$ cat src/rtl/uart_bus_bridge.sv
// uart_bus_bridge
//   Host-side bus initiator for debug and loading. Parses a byte command stream
//   from the UART receiver and issues single XLEN-bit load/store cycles on the
//   memory-mapped bus. Bus ownership is arbitrated against the cpu via
//   bus_req/bus_gnt. Response bytes go back to the UART transmitter.
//
//   Commands (multi-byte fields little-endian, A = D = XLEN/8 bytes):
//     0x57 'W' A D -> one store cycle, reply 0x4B 'K'
//     0x52 'R' A   -> one load cycle,  reply D bytes of load data
//     other opcode -> reply 0x3F '?'
//
//   Optional feature macro: UART_BUS_BRIDGE_CSUM_EN
//     When defined, every command carries one trailing checksum byte. This byte
//     is the XOR of all preceding command bytes. A mismatch replies 0xEE and
//     issues no bus cycle. A read reply then carries one extra byte: the XOR of
//     the data bytes.
//
// Ports
//   clock       in   1     system clock
//   reset       in   1     synchronous reset, active-high
//   rx_valid    in   1     one-cycle strobe, rx_data holds a received byte
//   rx_data     in   8     received byte
//   tx_valid    out  1     response byte available on tx_data
//   tx_ready    in   1     transmitter accepts tx_data when tx_valid & tx_ready
//   tx_data     out  8     response byte
//   bus_req     out  1     request bus ownership
//   bus_gnt     in   1     bus granted
//   mem_load    out  1     load strobe
//   mem_store   out  1     store strobe
//   address     out  XLEN  byte address
//   store_data  out  XLEN  write data
//   load_data   in   XLEN  read data
module uart_bus_bridge #(
    parameter int XLEN         = 32,
    parameter int READ_LATENCY = 1,
    parameter int TIMEOUT      = 2500000
) (
    input  logic            clock,
    input  logic            reset,
    input  logic            rx_valid,
    input  logic [7:0]      rx_data,
    output logic            tx_valid,
    input  logic            tx_ready,
    output logic [7:0]      tx_data,
    output logic            bus_req,
    input  logic            bus_gnt,
    output logic            mem_load,
    output logic            mem_store,
    output logic [XLEN-1:0] address,
    output logic [XLEN-1:0] store_data,
    input  logic [XLEN-1:0] load_data
);

    localparam int NB = XLEN / 8;
    localparam int TW = $clog2(TIMEOUT + 1);

`ifdef UART_BUS_BRIDGE_CSUM_EN
    typedef enum logic [2:0] {
        S_IDLE, S_ADDR, S_DATA, S_CSUM, S_REQ, S_ACCESS, S_RESP
    } state_t;
    localparam int RESP_READ_LEN = NB + 1;
`else
    typedef enum logic [2:0] {
        S_IDLE, S_ADDR, S_DATA, S_REQ, S_ACCESS, S_RESP
    } state_t;
    localparam int RESP_READ_LEN = NB;
`endif

    state_t            state_reg, state_next;
    logic              is_write_reg, is_write_next;
    logic [3:0]        cnt_reg, cnt_next;
    logic [XLEN-1:0]   addr_reg, addr_next;
    logic [XLEN-1:0]   data_reg, data_next;
    logic [XLEN+7:0]   resp_reg, resp_next;
    logic [TW-1:0]     tout_reg, tout_next;
    logic [1:0]        lat_reg, lat_next;
    logic [XLEN+7:0]   read_reply;
    state_t            fields_done;

`ifdef UART_BUS_BRIDGE_CSUM_EN
    logic [7:0]        csum_reg, csum_next;
    logic [7:0]        load_xor [NB+1];

    // XOR of the load data bytes, appended to the read reply.
    assign load_xor[0] = 8'h00;
    for (genvar gi = 0; gi < NB; gi++) begin : g_load_xor
        assign load_xor[gi+1] = load_xor[gi] ^ load_data[8*gi +: 8];
    end

    assign read_reply  = {load_xor[NB], load_data};
    assign fields_done = S_CSUM;
`else
    assign read_reply  = {8'h00, load_data};
    assign fields_done = S_REQ;
`endif

    wire in_cmd   = (state_reg == S_ADDR) || (state_reg == S_DATA)
`ifdef UART_BUS_BRIDGE_CSUM_EN
                    || (state_reg == S_CSUM)
`endif
                    ;
    wire timed_out = (tout_reg == TW'(TIMEOUT));

    always_comb begin
        state_next    = state_reg;
        is_write_next = is_write_reg;
        cnt_next      = cnt_reg;
        addr_next     = addr_reg;
        data_next     = data_reg;
        resp_next     = resp_reg;
        lat_next      = lat_reg;
`ifdef UART_BUS_BRIDGE_CSUM_EN
        csum_next     = csum_reg;
`endif
        // Idle-gap counter only runs while a command is being collected.
        tout_next     = (in_cmd && !rx_valid) ? tout_reg + 1'b1 : '0;

        case (state_reg)
            S_IDLE: begin
                if (rx_valid) begin
                    cnt_next = '0;
`ifdef UART_BUS_BRIDGE_CSUM_EN
                    csum_next = rx_data;
`endif
                    if (rx_data == 8'h57) begin
                        is_write_next = 1'b1;
                        state_next    = S_ADDR;
                    end else if (rx_data == 8'h52) begin
                        is_write_next = 1'b0;
                        state_next    = S_ADDR;
                    end else begin
                        resp_next  = {{XLEN{1'b0}}, 8'h3F};
                        cnt_next   = 4'd1;
                        state_next = S_RESP;
                    end
                end
            end
            S_ADDR: begin
                if (rx_valid) begin
                    // Little-endian: the first byte ends up in the LSBs.
                    addr_next = {rx_data, addr_reg[XLEN-1:8]};
`ifdef UART_BUS_BRIDGE_CSUM_EN
                    csum_next = csum_reg ^ rx_data;
`endif
                    if (cnt_reg == 4'(NB - 1)) begin
                        cnt_next   = '0;
                        lat_next   = '0;
                        state_next = is_write_reg ? S_DATA : fields_done;
                    end else begin
                        cnt_next = cnt_reg + 4'd1;
                    end
                end else if (timed_out) begin
                    state_next = S_IDLE;
                end
            end
            S_DATA: begin
                if (rx_valid) begin
                    data_next = {rx_data, data_reg[XLEN-1:8]};
`ifdef UART_BUS_BRIDGE_CSUM_EN
                    csum_next = csum_reg ^ rx_data;
`endif
                    if (cnt_reg == 4'(NB - 1)) begin
                        cnt_next   = '0;
                        lat_next   = '0;
                        state_next = fields_done;
                    end else begin
                        cnt_next = cnt_reg + 4'd1;
                    end
                end else if (timed_out) begin
                    state_next = S_IDLE;
                end
            end
`ifdef UART_BUS_BRIDGE_CSUM_EN
            S_CSUM: begin
                if (rx_valid) begin
                    if (rx_data == csum_reg) begin
                        lat_next   = '0;
                        state_next = S_REQ;
                    end else begin
                        resp_next  = {{XLEN{1'b0}}, 8'hEE};
                        cnt_next   = 4'd1;
                        state_next = S_RESP;
                    end
                end else if (timed_out) begin
                    state_next = S_IDLE;
                end
            end
`endif
            S_REQ: begin
                lat_next = '0;
                if (bus_gnt) begin
                    state_next = S_ACCESS;
                end
            end
            S_ACCESS: begin
                if (!bus_gnt) begin
                    // Lost the bus: restart the whole access once re-granted.
                    lat_next   = '0;
                    state_next = S_REQ;
                end else if (is_write_reg) begin
                    resp_next  = {{XLEN{1'b0}}, 8'h4B};
                    cnt_next   = 4'd1;
                    state_next = S_RESP;
                end else if (lat_reg == 2'(READ_LATENCY - 1)) begin
                    resp_next  = read_reply;
                    cnt_next   = 4'(RESP_READ_LEN);
                    state_next = S_RESP;
                end else begin
                    lat_next = lat_reg + 2'd1;
                end
            end
            S_RESP: begin
                if (tx_ready) begin
                    resp_next = {8'h00, resp_reg[XLEN+7:8]};
                    if (cnt_reg == 4'd1) begin
                        cnt_next   = '0;
                        state_next = S_IDLE;
                    end else begin
                        cnt_next = cnt_reg - 4'd1;
                    end
                end
            end
            default: state_next = S_IDLE;
        endcase
    end

    always_ff @(posedge clock) begin
        if (reset) begin
            state_reg    <= S_IDLE;
            is_write_reg <= 1'b0;
            cnt_reg      <= '0;
            addr_reg     <= '0;
            data_reg     <= '0;
            resp_reg     <= '0;
            tout_reg     <= '0;
            lat_reg      <= '0;
`ifdef UART_BUS_BRIDGE_CSUM_EN
            csum_reg     <= '0;
`endif
        end else begin
            state_reg    <= state_next;
            is_write_reg <= is_write_next;
            cnt_reg      <= cnt_next;
            addr_reg     <= addr_next;
            data_reg     <= data_next;
            resp_reg     <= resp_next;
            tout_reg     <= tout_next;
            lat_reg      <= lat_next;
`ifdef UART_BUS_BRIDGE_CSUM_EN
            csum_reg     <= csum_next;
`endif
        end
    end

    // Strobes are gated by bus_gnt so the bus is never driven without a grant.
    assign tx_valid   = (state_reg == S_RESP);
    assign tx_data    = resp_reg[7:0];
    assign bus_req    = (state_reg == S_REQ) || (state_reg == S_ACCESS);
    assign mem_store  = (state_reg == S_ACCESS) && is_write_reg && bus_gnt;
    assign mem_load   = (state_reg == S_ACCESS) && !is_write_reg && bus_gnt;
    assign address    = bus_req ? addr_reg : '0;
    assign store_data = (bus_req && is_write_reg) ? data_reg : '0;

endmodule

$ cat config.mk
export PLATFORM = sky130hd
export DESIGN_NAME = uart_bus_bridge
export DESIGN_NICKNAME = d
export VERILOG_FILES = /design/src/rtl/uart_bus_bridge.sv
export SDC_FILE = /design/constraint.sdc
export NUM_CORES = 1
export LEC_CHECK = 0
export CAP_MARGIN = 20
export CORE_MARGIN = 2
export CORE_UTILIZATION = 45
export DETAILED_ROUTE_END_ITERATION = 8
export MAX_ROUTING_LAYER = met4
export PLACE_DENSITY = 0.69
export SLEW_MARGIN = 20
export SYNTH_ARGS = -nofsm -noshare
export SYNTH_HDL_FRONTEND = slang
export SYNTH_SLANG_ARGS = --single-unit
$ cat constraint.sdc
create_clock -name clock -period 2.6 [get_ports clock]
set_clock_uncertainty 0.05 [all_clocks]
set_input_delay 0.26 -clock clock [delete_from_list [all_inputs] [get_ports clock]]
set_output_delay 0.26 -clock clock [all_outputs]
set_load 0.005 [all_outputs]
==> impl_metrics.json <==
{
  "synth_cell_type_count": 59,
  "power_leakage_nw": 2.824,
  "crit_path_start_kind": "flip-flop",
  "async_flop_share_pct": 0,
  "timing.rr.start": "cnt_reg[0]",
  "layout_commonest_cell": "nand2_1",
  "postSynthAreaPerCell_um2": 8.059,
  "core_area_mm2": 0.01314,
  "r2r_end": "state_reg[0]",
  "r2r_cells": 6,
  "hold_slack_ps": 167.7,
  "initial_core_util_pct": 45.89,
  "final_nets": 897,
  "dpl.hpwl_um": 10600,
  "root_buffer": "clkbuf_16",
  "hold_depth": 4,
  "die_w_um": 119.7,
  "max-slew-margin-rel_pct": 49.37,
  "finalSetupTns_ps": 0,
  "die_h_um": 119.7,
  "fillers": 1146,
  "cts_max_level": 4,
  "grt_pass1_vias": 5237,
  "antenna_found_initial": 0,
  "cp.arrival_ps": 2170,
  "grt_usage_pct": 23.36,
  "cts_tree": "done",
  "die_area_mm2": 0.01434,
  "cts.clk_slew.worst_paths_ps": 60,
  "yosysSeqAreaShare_pct": 42.51,
  "yosys_most_used_dff": "dfxtp_1",
  "vdd_drop_max_v": 0.0004572,
  "routabilityCongestion": 0.8999,
  "grt_pass1_wl_um": 26410,
  "wl_um": 15920,
  "drt-pass1-iter-count": 5,
  "cap_viol_max_count": 0,
  "globalRoute.totalOverflow": 0,
  "power_density_mw_per_mm2": 911.0,
  "syn2layout_area_growth_pct": 32.81,
  "viasPerCell": 5.369,
  "yosysTopAreaCellShare_pct": 42.51,
  "combPwrFrac_pct": 32.6,
  "hold_class": "primary input to flip-flop",
  "clock_path_buffers": 2,
  "rsz0062_at_grt": "no",
  "path_class": "flip-flop to primary output",
  "cts_buffers": 17,
  "wire_per_inst_um": 15.38,
  "drive_gt1_share_pct": 8.265,
  "vias": 5557,
  "grt_max_degree": 58,
  "fin_crit_sh_pct": 95.27,
  "hold_end": "resp_reg[6]",
  "yosys.area.top_type": "dfxtp_1",
  "port_buffers": 120,
  "intPower_w": 0.004915,
  "switching_share_pct": 32.61,
  "power_switching_w": 0.002379,
  "antennaDiodeCount": 0,
  "finalHoldViolations": 0,
  "worst_pin_slew_ps": 759.4,
  "power_frac_clock_pct": 35.5,
  "clock_latency_ps": 420,
  "crit_path_end_kind": "primary output",
  "fp-row-count": 42,
  "layout_common_cells": "nand2_1 (141), dfxtp_1 (127), clkdlybuf4s50_1 (119), a21oi_1 (86), nor2_1 (50)",
  "slew_violations": 0,
  "yosys_warnings": 0,
  "cp-startpoint": "state_reg[1]",
  "syn_nets": 799,
  "power_frac_seq_pct": 31.9,
  "cts_num_sinks": 128,
  "synth_area_leaders": "dfxtp_1 (43%), nand2_1 (8.8%), a21oi_1 (7.1%)",
  "ys_seq_elements": 128,
  "ff_latch_area_mm2": 0.002564,
  "io_pins": 121,
  "route.detailed.drc": 0,
  "fmax_mhz": 403.7,
  "cp_max_fo": 14,
  "synth_edf_count": 0,
  "ff2ff_setup_slack_ps": 320,
  "min_period_ps": 2477,
  "hp-start": "reset",
  "critical_path_required_ps": 2290,
  "syn_inst": 748,
  "multiInputGateArea_mm2": 0.003117,
  "status": "finished clean",
  "cts_hold_buffers": 0,
  "postRouteAntennaNets": 0,
  "finalSetupViolCount": 0,
  "synthesis.area_mm2": 0.006028,
  "drtIter0Drc": 531
}
==> power by group through the flow <==
stage	clock network (W)	logic (W)	registers, W
2_1_floorplan	0	0.00174	0.00232
3_3_place_gp	0	0.00223	0.00236
3_5_place_dp	0	0.00228	0.00236
4_1_cts	0.00262	0.00230	0.00232
5_1_grt	0.00273	0.00264	0.00235
6_report	0.00259	0.00238	0.00233
==> metrics by stage <==
stage	std cells	area [um2]	util, %	setup slack, ps	power, W
finish	1035	8006	60.94	122.9	0.007294
global route	1035	8006	60.94	2.768	0.007724
CTS	1033	7965	60.63	39.99	0.007245
detailed placement	1001	7317	55.70	168.1	0.004645
global placement	1001	7317	55.70	198.3	0.004586
floorplan	748	6028	-	702.5	0.004056
==> worst max path at each step <==
stage / endpoint / slack (ps) / cells past startpoint
2_1_floorplan: state_reg[0] / 700 / 6
3_3_place_gp: state_reg[0] / 200 / 5
3_5_place_dp: state_reg[0] / 170 / 5
4_1_cts: store_data[6] / 40 / 5
5_1_grt: mem_load / 3 / 6
6_report: tx_valid / 120 / 4
==> critical path, stage by stage (launching register included) <==
cell and delay, ps:
dfxtp_2 420, buf_4 240, nand3b_1 280, clkinvlp_4 290
clkdlybuf4s50_1 510
==> synth_stat cells (all sizes together) (3+ instances only) <==
master   instances
nand2          141
dfxtp          128
a21oi           88
nor2            51
and3            42
clkbuf          37
and2            34
buf             24
a22oi           20
nand3           19
a211oi          15
inv             14
o21ai           13
xnor2           13
nand2b          12
nor3            10
o2bb2ai         10
or3              7
ha               6
xor2             6
nand3b           5
o22ai            5
a311oi           4
mux2i            4
nand4            4
nor4             4
or2              3
==> area by class of cell <==
class	instances	share of cell area, %
Clock inverter	10	2.282
Tap cell	176	2.750
Multi-Input combinational cell	543	38.93
Clock buffer	22	5.798
Inverter	16	0.7970
Sequential cell	128	32.02
Timing Repair Buffer	140	17.42
==> layer usage <==
layer | routed length (um) | part of all wire [%] | GRT usage, % | vias to the layer above
li1 | - | - | - | 2774
met1 | 7231 | 45 | 30.87 | 2582
met2 | 7386 | 46 | 35.00 | 177
met3 | 1028 | 6.5 | 6.131 | 24
met4 | 275 | 1.7 | 7.647 | 0
met5 | 0 | 0 | - | -
==> kinds of logic after synthesis <==
family	count (synthesis)	share of synthesized area [%]
and+or+nand+nor	345	28.21
AOI/OAI and AO/OA	169	18.49
DFF	128	42.51
buffers and inverters	77	5.998
xor gates and xnor gates	19	2.885
adders and majority gates	6	1.245
muxes	4	0.6642
==> what timing repair did <==
| item | 4_1_cts | 5_1_grt |
|---|---|---|
| pin swaps | 0 | 1 |
| buffers inserted | 0 | 1 |
| resized for setup | 1 | 2 |
| gates cloned | 0 | 1 |
| hold endpoints to repair | 0 | 0 |
| setup endpoints to repair | 57 | 57 |
Note: power is estimated with default switching activity, not from simulation.
